`src/rtl/switch_pkg.sv`:
```
// Shared types and constants for the 4-port packet switch output scheduler.
// Helper functions convert arbiter grants into port ids.
package switch_pkg;

    localparam int NUM_PORTS = 4;
    localparam int ADDR_W    = 2;
    localparam int DATA_W    = 8;
    localparam int CNT_W     = 16;

    typedef logic [ADDR_W-1:0] port_id_t;

    typedef struct packed {
        port_id_t              source;
        port_id_t              target;
        logic [DATA_W-1:0]     data;
    } pkt_t;

    // One-hot grant vector to the index of its set bit.
    function automatic port_id_t onehot_to_id(input logic [NUM_PORTS-1:0] oh);
        port_id_t id;
        id = '0;
        for (int i = 0; i < NUM_PORTS; i++) begin
            id = id | (oh[i] ? port_id_t'(i) : port_id_t'(0));
        end
        return id;
    endfunction

    // Cyclic successor of a port id.
    function automatic port_id_t next_id(input port_id_t id);
        port_id_t nxt;
        if (id == port_id_t'(NUM_PORTS - 1)) begin
            nxt = '0;
        end else begin
            nxt = id + port_id_t'(1);
        end
        return nxt;
    endfunction

endpackage

```
`src/rtl/rr_arbiter.sv`:
```
// Combinational round-robin arbiter: grants the first requester at or after ptr,
// searching cyclically. The pointer itself is owned by the caller.
module rr_arbiter
    import switch_pkg::*;
(
    input  logic [NUM_PORTS-1:0] req,
    input  port_id_t             ptr,
    output logic [NUM_PORTS-1:0] gnt,
    output logic                 grant_any
);

    port_id_t idx_s;
    logic     hit_s;

    // Cyclic priority search; once one request hits, later ones are masked.
    always_comb begin
        gnt       = '0;
        grant_any = 1'b0;
        idx_s     = '0;
        hit_s     = 1'b0;
        for (int k = 0; k < NUM_PORTS; k++) begin
            idx_s      = port_id_t'((int'(ptr) + k) % NUM_PORTS);
            hit_s      = req[idx_s] & ~grant_any;
            gnt[idx_s] = gnt[idx_s] | hit_s;
            grant_any  = grant_any | hit_s;
        end
    end

endmodule

```
`src/rtl/switch_arbiter.sv`:
```
// Per-output round-robin scheduler with a one-entry output slot per port.
// Self-targeted packets are consumed immediately and counted as drops.
module switch_arbiter
    import switch_pkg::*;
(
    input  logic                              clk,
    input  logic                              rst,
    input  logic [NUM_PORTS-1:0]              req_valid,
    input  logic [NUM_PORTS-1:0][ADDR_W-1:0]  req_source,
    input  logic [NUM_PORTS-1:0][ADDR_W-1:0]  req_target,
    input  logic [NUM_PORTS-1:0][DATA_W-1:0]  req_data,
    output logic [NUM_PORTS-1:0]              req_ready,
    output logic [NUM_PORTS-1:0]              out_valid,
    output logic [NUM_PORTS-1:0][ADDR_W-1:0]  out_source,
    output logic [NUM_PORTS-1:0][ADDR_W-1:0]  out_target,
    output logic [NUM_PORTS-1:0][DATA_W-1:0]  out_data,
    input  logic [NUM_PORTS-1:0]              out_ready,
    output logic [CNT_W-1:0]                  drop_cnt
);

    logic [NUM_PORTS-1:0] valid_q, valid_d;
    pkt_t                 slot_q [NUM_PORTS];
    pkt_t                 slot_d [NUM_PORTS];
    port_id_t             ptr_q  [NUM_PORTS];
    port_id_t             ptr_d  [NUM_PORTS];
    logic [CNT_W-1:0]     cnt_q, cnt_d;

    logic [NUM_PORTS-1:0] cand_s [NUM_PORTS];
    logic [NUM_PORTS-1:0] gnt_s  [NUM_PORTS];
    port_id_t             win_s  [NUM_PORTS];
    logic [NUM_PORTS-1:0] any_s;
    logic [NUM_PORTS-1:0] slot_free_s;
    logic [NUM_PORTS-1:0] grant_s;
    logic [NUM_PORTS-1:0] self_s;
    logic [ADDR_W:0]      drops_s;
    logic [CNT_W:0]       sum_s;

    // Candidate requesters per output, and self-targeted inputs.
    always_comb begin
        self_s = '0;
        for (int o = 0; o < NUM_PORTS; o++) begin
            cand_s[o] = '0;
            for (int i = 0; i < NUM_PORTS; i++) begin
                cand_s[o][i] = req_valid[i] && (req_target[i] == port_id_t'(o)) && (i != o);
            end
        end
        for (int i = 0; i < NUM_PORTS; i++) begin
            self_s[i] = req_valid[i] && (req_target[i] == port_id_t'(i));
        end
    end

    for (genvar o = 0; o < NUM_PORTS; o++) begin : g_arb
        rr_arbiter u_arb (
            .req       (cand_s[o]),
            .ptr       (ptr_q[o]),
            .gnt       (gnt_s[o]),
            .grant_any (any_s[o])
        );
    end

    // A slot accepts when empty or draining this cycle; nothing is granted in reset.
    always_comb begin
        slot_free_s = ~valid_q | out_ready;
        grant_s     = any_s & slot_free_s & {NUM_PORTS{~rst}};
        for (int o = 0; o < NUM_PORTS; o++) begin
            win_s[o] = onehot_to_id(gnt_s[o]);
        end
    end

    // Ready is the OR of every output that picked this input, plus self-drop.
    always_comb begin
        req_ready = '0;
        for (int i = 0; i < NUM_PORTS; i++) begin
            req_ready[i] = self_s[i];
            for (int o = 0; o < NUM_PORTS; o++) begin
                req_ready[i] = req_ready[i] | (grant_s[o] & gnt_s[o][i]);
            end
            req_ready[i] = req_ready[i] & ~rst;
        end
    end

    // Slot next state: a grant refills even while the old contents drain.
    always_comb begin
        valid_d = valid_q;
        slot_d  = slot_q;
        ptr_d   = ptr_q;
        for (int o = 0; o < NUM_PORTS; o++) begin
            if (grant_s[o]) begin
                slot_d[o].source = req_source[win_s[o]];
                slot_d[o].target = req_target[win_s[o]];
                slot_d[o].data   = req_data[win_s[o]];
                valid_d[o]       = 1'b1;
                ptr_d[o]         = next_id(win_s[o]);
            end else if (out_ready[o]) begin
                valid_d[o] = 1'b0;
            end else begin
                valid_d[o] = valid_q[o];
            end
        end
    end

    // Saturating drop counter; the extra sum bit flags overflow.
    always_comb begin
        drops_s = '0;
        for (int i = 0; i < NUM_PORTS; i++) begin
            drops_s = drops_s + {{ADDR_W{1'b0}}, self_s[i]};
        end
        sum_s = {1'b0, cnt_q} + {{(CNT_W - ADDR_W){1'b0}}, drops_s};
        if (sum_s[CNT_W]) begin
            cnt_d = '1;
        end else begin
            cnt_d = sum_s[CNT_W-1:0];
        end
    end

    // State registers with synchronous reset.
    always_ff @(posedge clk) begin
        if (rst) begin
            valid_q <= '0;
            cnt_q   <= '0;
            for (int o = 0; o < NUM_PORTS; o++) begin
                slot_q[o] <= '0;
                ptr_q[o]  <= '0;
            end
        end else begin
            valid_q <= valid_d;
            cnt_q   <= cnt_d;
            for (int o = 0; o < NUM_PORTS; o++) begin
                slot_q[o] <= slot_d[o];
                ptr_q[o]  <= ptr_d[o];
            end
        end
    end

    // Outputs come straight from the slot registers.
    always_comb begin
        out_valid  = valid_q;
        out_source = '0;
        out_target = '0;
        out_data   = '0;
        drop_cnt   = cnt_q;
        for (int o = 0; o < NUM_PORTS; o++) begin
            out_source[o] = slot_q[o].source;
            out_target[o] = slot_q[o].target;
            out_data[o]   = slot_q[o].data;
        end
    end

endmodule

```
`config.mk`:
```
export PLATFORM = sky130hd
export DESIGN_NAME = switch_arbiter
export DESIGN_NICKNAME = d
export VERILOG_FILES = /design/src/rtl/switch_pkg.sv /design/src/rtl/rr_arbiter.sv /design/src/rtl/switch_arbiter.sv
export SDC_FILE = /design/constraint.sdc
export NUM_CORES = 1
export LEC_CHECK = 0
export ABC_AREA = 0
export CAP_MARGIN = 5
export CORE_ASPECT_RATIO = 1.75
export CORE_UTILIZATION = 59
export CTS_CLUSTER_DIAMETER = 200
export DETAILED_ROUTE_END_ITERATION = 10
export PLACE_DENSITY = 0.88
export RECOVER_POWER = 25
export SLEW_MARGIN = 15
export SYNTH_ARGS = -nofsm -noshare
export SYNTH_HDL_FRONTEND = slang
export SYNTH_HIERARCHICAL = 1
export SYNTH_SLANG_ARGS = --single-unit
```
`constraint.sdc`:
```
create_clock -name clk -period 10.8 [get_ports clk]
set_clock_uncertainty 0.15 [all_clocks]
set_input_delay 2.16 -clock clk [delete_from_list [all_inputs] [get_ports clk]]
set_output_delay 2.16 -clock clk [all_outputs]
set_load 0.01 [all_outputs]
```
==> metrics, run 1 <==
status finished, final reports clean; Bufs on Longest Clock Path 2; maximum number of pins on one net before global-route repair 41; prevailing post-synth register cell sky130_fd_sc_hd__dfxtp_1; TritonCTS clock tree done; number of levels in the clock H-tree 3; critical path launch point req_target[3]; source-to-sink clock delay at the later pin of the worst-skew pair 0.34 ns; share of total power in combinational logic 69.6%; clock-pin slew on the worst setup and hold paths 0.06 ns; worst-path cell chain clkdlybuf4s50_1, nor3b_1, mux4_2, mux2_4, a221o_2, o22ai_1, a2111o_1, a31oi_1, buf_4, a222oi_1, a31oi_1, clkdlybuf4s50_1; endpoint of the most critical setup path req_ready[1]; total of hold buffers inserted after clock tree synthesis 0; number of global-route vias before repair 7,698; fraction of layout instances using a drive strength above 1 17.2%; FF+latch count, synth 76; Power Dens Cells 276 mW/mm^2; DRC marker count from the first detailed-route iteration 728; height of the chip 150 microns; minimum setup slack after placement 2.17 ns; beginning of the worst hold path out_data[26]; overall power consumption 2.49 mW; share of the yosys chip area belonging to registers 20.5%; std cell rows 53; internal power consumption 1.29 mW; complex-gate fraction of the synthesized area 33.7%; slack of the worst reg-to-reg path 5.60 ns; Starting Density 61.3%; post-synthesis share of cell area spent on xor and xnor gates 0.943%; ports placed on the boundary 130; synthesized netlist cell count 878; Clk Tree Root Cell sky130_fd_sc_hd__clkbuf_16; aggregate negative setup slack 0 ns; post-detailed-route via-to-cell ratio 6.96; Post-Synthesis Mean Instance Area 8.47 sq um; switching share of total power 48.1%; detailed-placement wirelength estimate 18,400 microns; Met2 Wirelength 12,700 microns; data arrival at the endpoint of the critical path 6.35 ns; share of synthesized cell area in full adder, half adder and majority cells 3.67%; overflow left after global routing 0; critical path's largest stage delay 0.74 ns; Min Clock Period, post-route 8.66 ns; worst flop-to-flop path startpoint ptr_q[4]; width of the die 86.9 microns; area of the mapped netlist 0.00743 sq mm; kind of capture point of the worst setup path primary output; share of async-settable or async-resettable flops after synthesis 0%; slowest cell on the critical path sky130_fd_sc_hd__nor3b_1; Remaining DRCs 0; GRT Resource Usage Total 39.7%; die area 0.0131 sq mm; number of different library cells in the post-synthesis netlist 84; number of iterations in the first detailed-routing pass 6; final critical-path share of the clock period 80.2%; Simple-Gate Fraction of Synth Area 19.2%; Std-Cell Core Area 0.0121 sq mm; max-capacitance violation count 0; share of synthesized area spent on multiplexers 13.9%; Hold Path Class reg2reg; most frequent standard cell in the layout excluding fill and tap cells sky130_fd_sc_hd__nand2_1; Post CTS Setup Buffer Count 0; post-CTS resize count 0; global-route wire length before repair 39,800 microns; endpoint required time on the critical path 8.49 ns; Placement Cell Area 0.00868 sq mm; met1 routed wirelength after detailed routing 8830 microns; clock buffers created by TritonCTS 9; met3 WL 2110 microns; kind of start point of the critical path primary input; max-slew headroom at the worst pin 28.1%; minimum setup slack in the final design 2.14 ns; total via count in the routed design 8,043; part of the total power dissipated in the clock network 13.2%; antenna violations before repair 0; NetSw 1.20 mW; highest clock rate 0.115 GHz; total non-filler cell area in the finished layout 0.00900 sq mm; count of endpoints failing hold in the final timing report 0; dominant combinational cell family by area after synthesis compound AO/OA/AOI/OAI gates; core occupancy in the finished layout 74.1%; worst vdd rail ir drop 141 uV; routability congestion estimate from global placement 1.03; multi-input combinational cell area 0.00543 sq mm; leakage dissipation 3.28 nW; Routed wire per std cell 22.0 microns; number of enable flip-flop cells after synthesis 0; final layout net count 1,063; unrepaired setup endpoints after global routing false; uppermost signal routing layer after detailed routing met4; number of antenna cells inserted 0; critical path class in2out; sequential fraction of design power 17.2%; worst-margin pin slew 1.07 ns; Worst R2R Path Depth 11; antenna viol nets, final 0; most used cells in the layout excluding fill and tap cells sky130_fd_sc_hd__nand2_1 (92), sky130_fd_sc_hd__clkdlybuf4s50_1 (91), sky130_fd_sc_hd__a21oi_1 (86); quantity of I/O buffers inserted on ports 129; max-slew violation count 0; Sequential Area 0.00152 sq mm; final wirelength 25,400 microns; endpoint of the most critical register-to-register path out_data[15]; Filler Cell Count 982; layout overhead on the synthesized area 21.0%; count of warnings emitted by yosys 6; final setup vio count 0; Worst Path Max Fanout 17; clk sinks 76
## how the worst min path moves through the flow
| stage | endpoint | slack [ns] | cells after the start |
|---|---|---|---|
| 6_report | out_data[26] | 0.30 | 2 |
| 5_1_grt | out_data[26] | 0.32 | 2 |
| 4_1_cts | out_target[3] | 0.31 | 2 |
| 3_5_place_dp | out_data[13] | 0.30 | 2 |
| 3_3_place_gp | out_source[1] | 0.29 | 2 |
| 2_1_floorplan | ptr_q[2] | 0.32 | 2 |
## synthesized netlist by cell type, types with 5 or more instances
cell type,n,area share (%)
sky130_fd_sc_hd__or3_1,6,0.51
sky130_fd_sc_hd__mux4_2,12,3.6
sky130_fd_sc_hd__o221a_2,7,1.1
sky130_fd_sc_hd__nand2b_1,23,1.9
sky130_fd_sc_hd__a311o_2,7,1.1
sky130_fd_sc_hd__inv_1,36,1.8
sky130_fd_sc_hd__ha_1,17,2.9
sky130_fd_sc_hd__o211ai_1,18,1.8
sky130_fd_sc_hd__nor2b_1,8,0.67
sky130_fd_sc_hd__nand2_1,92,4.6
sky130_fd_sc_hd__a221oi_2,5,1.0
sky130_fd_sc_hd__buf_4,5,0.51
sky130_fd_sc_hd__clkbuf_1,43,2.2
sky130_fd_sc_hd__a21oi_1,86,5.8
sky130_fd_sc_hd__xnor2_1,5,0.59
sky130_fd_sc_hd__clkbuf_8,10,1.9
sky130_fd_sc_hd__a31oi_1,14,1.2
sky130_fd_sc_hd__mux2_2,46,7.0
sky130_fd_sc_hd__a31o_2,7,0.82
sky130_fd_sc_hd__dfxtp_1,76,20
sky130_fd_sc_hd__or3b_2,9,1.1
sky130_fd_sc_hd__o21ai_0,6,0.40
sky130_fd_sc_hd__nor2_1,24,1.2
sky130_fd_sc_hd__o221ai_1,41,4.8
sky130_fd_sc_hd__o2111ai_1,5,0.59
sky130_fd_sc_hd__mux2i_1,8,1.1
sky130_fd_sc_hd__nor3_1,22,1.5
sky130_fd_sc_hd__a221o_2,8,1.2
sky130_fd_sc_hd__a211oi_1,10,1.0
sky130_fd_sc_hd__o22a_1,46,5.4
sky130_fd_sc_hd__nand3b_1,13,1.3
sky130_fd_sc_hd__nand3_1,10,0.67
sky130_fd_sc_hd__and3_2,8,0.81
sky130_fd_sc_hd__buf_2,11,0.74
sky130_fd_sc_hd__nand4_1,6,0.51
## critical path: cells and delay by family
family | cells | cell delay (ns)
AOI/OAI and AO/OA | 6 | 1.31
buffers and inverters | 3 | 1.27
muxes | 2 | 0.86
and+or+nand+nor | 1 | 0.74
## registers in the layout (all words and copies together) (netlist names)
name and cells:
out_valid 4, out_source 8, out_data 32, drop_cnt 16, ptr_q 8, out_target 8
## layout make-up
class / instances / area share, %
multi-input combinational: 720 / 60.4
sequential: 76 / 16.9
clock inverter: 7 / 1.02
clock buffer: 9 / 2.50
tap: 165 / 2.29
inverter: 36 / 1.50
timing repair buffer: 142 / 15.4
## per-stage QoR
| step | hold slack (ns) | cells |
|---|---|---|
| finish | 0.303 | 1155 |
| global route | 0.316 | 1155 |
| CTS | 0.307 | 1155 |
| detailed placement | 0.298 | 1139 |
| global placement | 0.291 | 1139 |
| floorplan | 0.324 | 911 |
## power groups by stage
stage          logic [mW]  registers, mW  clock network [mW]
5_1_grt              1.83          0.438               0.342
2_1_floorplan        1.23          0.429                   0
6_report             1.73          0.428               0.329
4_1_cts              1.70          0.428               0.327
3_5_place_dp         1.69          0.434                   0
3_3_place_gp         1.67          0.432                   0
## per-layer routing
metal	vias to the layer above	global-route usage [%]
met4	0	26.4
met1	3834	43.0
met3	125	7.24
met2	475	69.3
li1	3609	-
met5	-	0
## logic make-up (layout without fill, tap and decap cells)
| family | after synthesis | in the layout |
|---|---|---|
| buffers and inverters | 115 | 194 |
| XOR/XNOR | 8 | 8 |
| AO/OA/AOI/OAI | 323 | 323 |
| flip-flops | 76 | 76 |
| other | 1 | 34 |
| multiplexers | 74 | 74 |
| adder cells (fa/ha/maj) | 20 | 20 |
| AND/OR/NAND/NOR | 261 | 261 |
Power figures use the tool's default switching activity.
==> inputs of run 2 (changes only) <==
CORE_UTILIZATION = 49   (was 59)
PLACE_DENSITY = 0.78   (was 0.88)
clock period = 7.2 ns   (was 10.8 ns; I/O delays follow)
==> run 2 against run 1 <==
Compared with the run above: critical path depth is 1 lower; sequential share of layout area decreased by 0.20 points; utilization decreased by 13 points; sequential power grew 47%; largest cell class unchanged; largest power group unchanged; highest routed layer is now met5.
==> metrics, run 2 (synthesis gave the netlist of run 1 again) <==
most frequent standard cell in the layout excluding fill and tap cells sky130_fd_sc_hd__nand2_1 (unchanged); max-slew headroom at the worst pin 26.8% (was 28.1%); Power Dens Cells 412 mW/mm^2 (was 276 mW/mm^2); overall power consumption 3.75 mW (was 2.49 mW); switching share of total power 48.0% (was 48.1%); antenna violations before repair 1 (was 0); kind of capture point of the worst setup path primary output (unchanged); NetSw 1.80 mW (was 1.20 mW); Bufs on Longest Clock Path 2 (unchanged); quantity of I/O buffers inserted on ports 129 (unchanged); final wirelength 26,200 microns (was 25,400 microns); sequential fraction of design power 16.8% (was 17.2%); Worst Path Max Fanout 10 (was 17); Routed wire per std cell 22.1 microns (was 22.0 microns); endpoint required time on the critical path 5.61 ns (was 8.49 ns); worst vdd rail ir drop 188 uV (was 141 uV); std cell rows 59 (was 53); Met2 Wirelength 13,700 microns (was 12,700 microns); most used cells in the layout excluding fill and tap cells sky130_fd_sc_hd__nand2_1 (92), sky130_fd_sc_hd__clkdlybuf4s50_1 (91), sky130_fd_sc_hd__a21oi_1 (86) (unchanged); Hold Path Class reg2reg (unchanged); highest clock rate 0.143 GHz; max-capacitance violation count 0 (unchanged); antenna viol nets, final 0 (unchanged); kind of start point of the critical path primary input (unchanged); critical path's largest stage delay 0.67 ns (was 0.74 ns); leakage dissipation 3.34 nW (was 3.28 nW); slowest cell on the critical path sky130_fd_sc_hd__clkdlybuf4s50_1 (was sky130_fd_sc_hd__nor3b_1); max-slew violation count 0 (unchanged); final setup vio count 0 (unchanged); worst flop-to-flop path startpoint ptr_q[6] (was ptr_q[4]); source-to-sink clock delay at the later pin of the worst-skew pair 0.35 ns (was 0.34 ns); critical path launch point req_target[4] (was req_target[3]); unrepaired setup endpoints after global routing false (unchanged); endpoint of the most critical register-to-register path out_source[0] (was out_data[15]); final critical-path share of the clock period 97.2%; number of iterations in the first detailed-routing pass 5 (was 6); clock buffers created by TritonCTS 9 (unchanged); final layout net count 1,074 (was 1,063); Std-Cell Core Area 0.0148 sq mm (was 0.0121 sq mm); clk sinks 76 (unchanged); number of global-route vias before repair 7,552 (was 7,698); max reg flops 32 (unchanged); global-route wire length before repair 40,200 microns (was 39,800 microns); overflow left after global routing 0 (unchanged); endpoint of the most critical setup path req_ready[2] (was req_ready[1]); count of endpoints failing hold in the final timing report 0 (unchanged); number of antenna cells inserted 0 (unchanged); number of levels in the clock H-tree 3 (unchanged); internal power consumption 1.95 mW (was 1.29 mW); routability congestion estimate from global placement 1.04 (was 1.03); status finished, final reports clean (unchanged); TritonCTS clock tree done (unchanged); maximum number of pins on one net before global-route repair 72 (was 41); critical path class in2out (unchanged); number of placed instances, taps included 1,168 (was 1,139); DRC marker count from the first detailed-route iteration 515 (was 728); die area 0.0157 sq mm (was 0.0131 sq mm); logic depth of the worst path, buffers included 11 (was 12); Bufs and invs on worst path 2 (was 3); Min Clock Period, post-route 7.00 ns; total via count in the routed design 7,997 (was 8,043); met3 WL 1500 microns (was 2110 microns); met1 routed wirelength after detailed routing 9800 microns (was 8830 microns); fraction of layout instances using a drive strength above 1 18.1% (was 17.2%); uppermost signal routing layer after detailed routing met5 (was met4); share of total power in combinational logic 70.0% (was 69.6%); number of standard cells in the layout, taps in and fillers out 1,184 (was 1,155); clock-pin slew on the worst setup and hold paths 0.07 ns (was 0.06 ns); layout overhead on the synthesized area 22.5% (was 21.0%); Starting Density 50.1% (was 61.3%); Placement Cell Area 0.00879 sq mm (was 0.00868 sq mm); ports placed on the boundary 130 (unchanged); worst-margin pin slew 1.10 ns (was 1.07 ns); Hold Worst Slack 0.301 ns (was 0.303 ns); GRT Resource Usage Total 33.5% (was 39.7%); slack of the worst reg-to-reg path 1.98 ns (was 5.60 ns); gate family responsible for the most delay along the worst path compound AO/OA/AOI/OAI gates (unchanged); Post CTS Setup Buffer Count 0 (unchanged); height of the chip 165 microns (was 150 microns); total non-filler cell area in the finished layout 0.00910 sq mm (was 0.00900 sq mm); data arrival at the endpoint of the critical path 5.41 ns (was 6.35 ns); detailed-placement wirelength estimate 19,500 microns (was 18,400 microns); post-detailed-route via-to-cell ratio 6.75 (was 6.96); width of the die 95.1 microns (was 86.9 microns); total of hold buffers inserted after clock tree synthesis 0 (unchanged); post-CTS resize count 0 (unchanged); part of the total power dissipated in the clock network 13.2% (about the same); Remaining DRCs 0 (unchanged); aggregate negative setup slack 0 ns (unchanged); Worst R2R Path Depth 12 (was 11); worst-path cell chain clkdlybuf4s50_1, nand2_1, nor2_1, mux4_2, mux2_4, a221o_2, a221oi_2, a31oi_1, a222oi_1, a31oi_1, clkdlybuf4s50_1 (was clkdlybuf4s50_1, nor3b_1, mux4_2, mux2_4, a221o_2, o22ai_1, a2111o_1, a31oi_1, buf_4, a222oi_1, a31oi_1, clkdlybuf4s50_1); Clk Tree Root Cell sky130_fd_sc_hd__clkbuf_16 (unchanged)
## run 2: changes by cell type in the layout (fill, tap and decap cells not counted), sizes merged
cell	change
buf	+11
clkinv	+1
inv	-1
## run 2: final cells by class
class | count | area [sq um]
Tap cell | 183 | 229
Inverter | 36 | 135
Fill cell | 1323 | 5730
Clock buffer | 9 | 225
Clock inverter | 7 | 93.8
Timing Repair Buffer | 153 | 1470
Multi-Input combinational cell | 720 | 5430
Sequential cell | 76 | 1520
## run 2: through the flow
step                      setup WS, ns  utilization (%)
after floorplan                   1.13                -
final                            0.202             61.4
after global placement           0.353             59.2
after detailed placement         0.288             59.2
after global routing            0.0547             61.4
after CTS                        0.268             61.4
## run 2: worst min-delay path by stage
stage                        startpoint  depth (start not counted)       endpoint
after floorplan                ptr_q[2]                          2       ptr_q[2]
after CTS                  out_data[28]                          2   out_data[28]
after global placement      out_data[5]                          2    out_data[5]
after global routing       out_data[28]                          2   out_data[28]
after detailed placement   out_data[28]                          2   out_data[28]
final                     out_source[6]                          2  out_source[6]
## run 2: power groups by stage
stage,Sequential (mW),Clock (mW),Combinational [mW]
after floorplan,0.644,0,1.84
after detailed placement,0.644,0,2.57
after CTS,0.636,0.497,2.59
after global placement,0.640,0,2.55
after global routing,0.646,0.515,2.78
final,0.631,0.493,2.62
## run 2: worst register-to-register path, stage by stage, from the launching register on
cell	delay (ns)
sky130_fd_sc_hd__dfxtp_1	0.78
sky130_fd_sc_hd__inv_1	0.25
sky130_fd_sc_hd__ha_1	0.62
sky130_fd_sc_hd__mux4_2	0.44
sky130_fd_sc_hd__mux2_4	0.30
sky130_fd_sc_hd__a221o_2	0.42
sky130_fd_sc_hd__o22ai_1	0.18
sky130_fd_sc_hd__a2111o_1	0.19
sky130_fd_sc_hd__a31oi_1	0.16
sky130_fd_sc_hd__buf_4	0.25
sky130_fd_sc_hd__a21oi_1	0.86
sky130_fd_sc_hd__o221ai_1	0.36
sky130_fd_sc_hd__a21oi_1	0.19
## run 2: routing by layer
metal  up-vias  global-route usage [%]
li1       3638                       -
met1      3909                    37.2
met2       368                    60.3
met3        80                    5.25
met4         2                    16.9
met5         -                       0
==> inputs of run 3 (changes only) <==
GPL_TIMING_DRIVEN = 0   (was default)
==> run 3 against run 2 <==
Compared with the run above: the flow now finishes with violations (setup timing); sequential share of layout area fell by 0.72 points; sequential power decreased by 3.8%; global-route usage down 0.25 points; worst hold slack got worse by 0.00081 ns; critical path type unchanged; critical endpoint is now req_ready[3].
==> metrics, run 3 (synthesis gave the netlist of run 1 again) <==
max-slew headroom at the worst pin 51.2% (was 26.8%); fraction of layout instances using a drive strength above 1 20.0% (was 18.1%); Power Dens Cells 398 mW/mm^2 (was 412 mW/mm^2); count of endpoints failing hold in the final timing report 0 (unchanged); unrepaired setup endpoints after global routing true (was false); critical path's largest stage delay 0.62 ns (was 0.67 ns); post-detailed-route via-to-cell ratio 6.59 (was 6.75); Routed wire per std cell 21.4 microns (was 22.1 microns); data arrival at the endpoint of the critical path 5.61 ns (was 5.41 ns); GRT Resource Usage Total 33.3% (was 33.5%); ports placed on the boundary 130 (unchanged); Min Clock Period, post-route 7.20 ns (was 7.00 ns); overflow left after global routing 0 (unchanged); leakage dissipation 3.54 nW (was 3.34 nW); most frequent standard cell in the layout excluding fill and tap cells sky130_fd_sc_hd__nand2_1 (unchanged); width of the die 95.1 microns (unchanged); Worst Path Max Fanout 8 (was 10); endpoint required time on the critical path 5.61 ns (about the same); worst vdd rail ir drop 267 uV (was 188 uV); max-slew violation count 0 (unchanged); total non-filler cell area in the finished layout 0.00951 sq mm (was 0.00910 sq mm); Starting Density 50.1% (unchanged); Bufs on Longest Clock Path 2 (unchanged); antenna viol nets, final 0 (unchanged); max-capacitance violation count 0 (unchanged); clock-pin slew on the worst setup and hold paths 0.07 ns (about the same); gate family responsible for the most delay along the worst path compound AO/OA/AOI/OAI gates (unchanged); number of levels in the clock H-tree 3 (unchanged); most used cells in the layout excluding fill and tap cells sky130_fd_sc_hd__nand2_1 (92), sky130_fd_sc_hd__a21oi_1 (86), sky130_fd_sc_hd__clkdlybuf4s50_1 (82) (was sky130_fd_sc_hd__nand2_1 (92), sky130_fd_sc_hd__clkdlybuf4s50_1 (91), sky130_fd_sc_hd__a21oi_1 (86)); die area 0.0157 sq mm (unchanged); number of antenna cells inserted 0 (unchanged); minimum setup slack in the final design -0.00189 ns (was 0.202 ns); maximum number of pins on one net before global-route repair 18 (was 72); number of global-route vias before repair 7,854 (was 7,552); std cell rows 59 (unchanged); aggregate negative setup slack -0.00189 ns (was 0 ns); final wirelength 26,600 microns (was 26,200 microns); max reg flops 32 (unchanged); layout overhead on the synthesized area 28.0% (was 22.5%); global-route wire length before repair 40,000 microns (was 40,200 microns); slowest cell on the critical path sky130_fd_sc_hd__a22oi_1 (was sky130_fd_sc_hd__clkdlybuf4s50_1); Std-Cell Core Area 0.0148 sq mm (unchanged); violations in the final reports setup timing; worst-path cell chain clkdlybuf4s50_1, nor3b_4, a211oi_1, a311o_2, a21bo_2, o21a_1, a2111o_1, a22oi_1, a222oi_1, a31oi_1, clkdlybuf4s50_1 (was clkdlybuf4s50_1, nand2_1, nor2_1, mux4_2, mux2_4, a221o_2, a221oi_2, a31oi_1, a222oi_1, a31oi_1, clkdlybuf4s50_1); DRC marker count from the first detailed-route iteration 681 (was 515); antenna violations before repair 0 (was 1); Placement Cell Area 0.00905 sq mm (was 0.00879 sq mm); routability congestion estimate from global placement 1.05 (was 1.04); TritonCTS clock tree done (unchanged); height of the chip 165 microns (unchanged); core occupancy in the finished layout 64.1% (was 61.4%); worst-margin pin slew 0.732 ns (was 1.10 ns); total via count in the routed design 8,188 (was 7,997); Remaining DRCs 0 (unchanged); kind of start point of the critical path primary input (unchanged); clock buffers created by TritonCTS 9 (unchanged); highest clock rate 0.139 GHz (was 0.143 GHz); final critical-path share of the clock period 100% (was 97.2%); final setup vio count 1 (was 0); clk sinks 76 (unchanged); kind of capture point of the worst setup path primary output (unchanged); Hold Path Class reg2reg (unchanged); Clk Tree Root Cell sky130_fd_sc_hd__clkbuf_16 (unchanged); final layout net count 1,133 (was 1,074); critical path class in2out (unchanged); status finished, violations left (was finished, final reports clean); source-to-sink clock delay at the later pin of the worst-skew pair 0.34 ns (was 0.35 ns); quantity of I/O buffers inserted on ports 126 (was 129); number of iterations in the first detailed-routing pass 6 (was 5); Bufs and invs on worst path 2 (unchanged); detailed-placement wirelength estimate 20,600 microns (was 19,500 microns); slack of the worst reg-to-reg path 2.54 ns (was 1.98 ns); Hold Worst Slack 0.300 ns (was 0.301 ns); most used cell along the critical path sky130_fd_sc_hd__clkdlybuf4s50_1; Filler Cell Count 1,325 (was 1,323)
-- run 3: stage by stage --
stage | cells | power [mW] | worst slack [ns]
CTS | 1238 | 3.72 | 0.00732
global route | 1243 | 4.00 | -0.109
finish | 1243 | 3.79 | -0.00189
global placement | 1220 | 3.21 | -0.639
detailed placement | 1220 | 3.25 | -0.637
floorplan | 911 | 2.49 | 1.13
-- run 3: power by group --
part	internal, mW	switching (mW)
Clock	0.238	0.195
Combinational	1.23	1.52
Sequential	0.532	0.0754
Total	2.00	1.79
-- run 3: final cells by class --
cell class / count / area [sq um] / share of cell area [%]
Sequential cell: 76 / 1520 / 16.0
Buffer: 78 / 480 / 5.05
Tap cell: 183 / 229 / 2.41
Multi-Input combinational cell: 721 / 5540 / 58.2
Timing Repair Buffer: 133 / 1320 / 13.9
Inverter: 36 / 135 / 1.42
Clock buffer: 9 / 225 / 2.37
Clock inverter: 7 / 57.6 / 0.605
-- run 3: what timing repair did --
| item | 4_1_cts | 5_1_grt |
|---|---|---|
| gates resized for setup | 22 | 15 |
| gates cloned | 0 | 1 |
| setup buffers | 3 | 4 |
| endpoints found under the setup margin | 4 | 3 |
| pin swaps | 3 | 1 |
| hold buffers | 0 | 0 |
-- run 3: final timing paths --
check	from	end	cells past startpoint
setup reg to reg	ptr_q[2]	out_data[19]	17
setup / recovery	req_valid[2]	req_ready[3]	11
hold reg to reg	out_data[27]	out_data[27]	2
hold / removal	out_data[27]	out_data[27]	2
-- run 3: worst register-to-register path: cells and delay by family, from the launching register on --
family,cells,cell delay [ns]
buffers and inverters,6,1.19
DFF,1,0.41
muxes,1,0.34
adders and majority gates,1,0.38
and+or+nand+nor,2,0.32
AOI/OAI and AO/OA,7,1.76
-- run 3: per-layer routing --
| layer | track usage [%] | vias up | wire length (microns) |
|---|---|---|---|
| met1 | 35.0 | 3886 | 9360 |
| li1 | - | 3751 | - |
| met5 | 0 | - | 0 |
| met4 | 20.8 | 0 | 1770 |
| met2 | 60.8 | 435 | 13700 |
| met3 | 4.05 | 116 | 1760 |
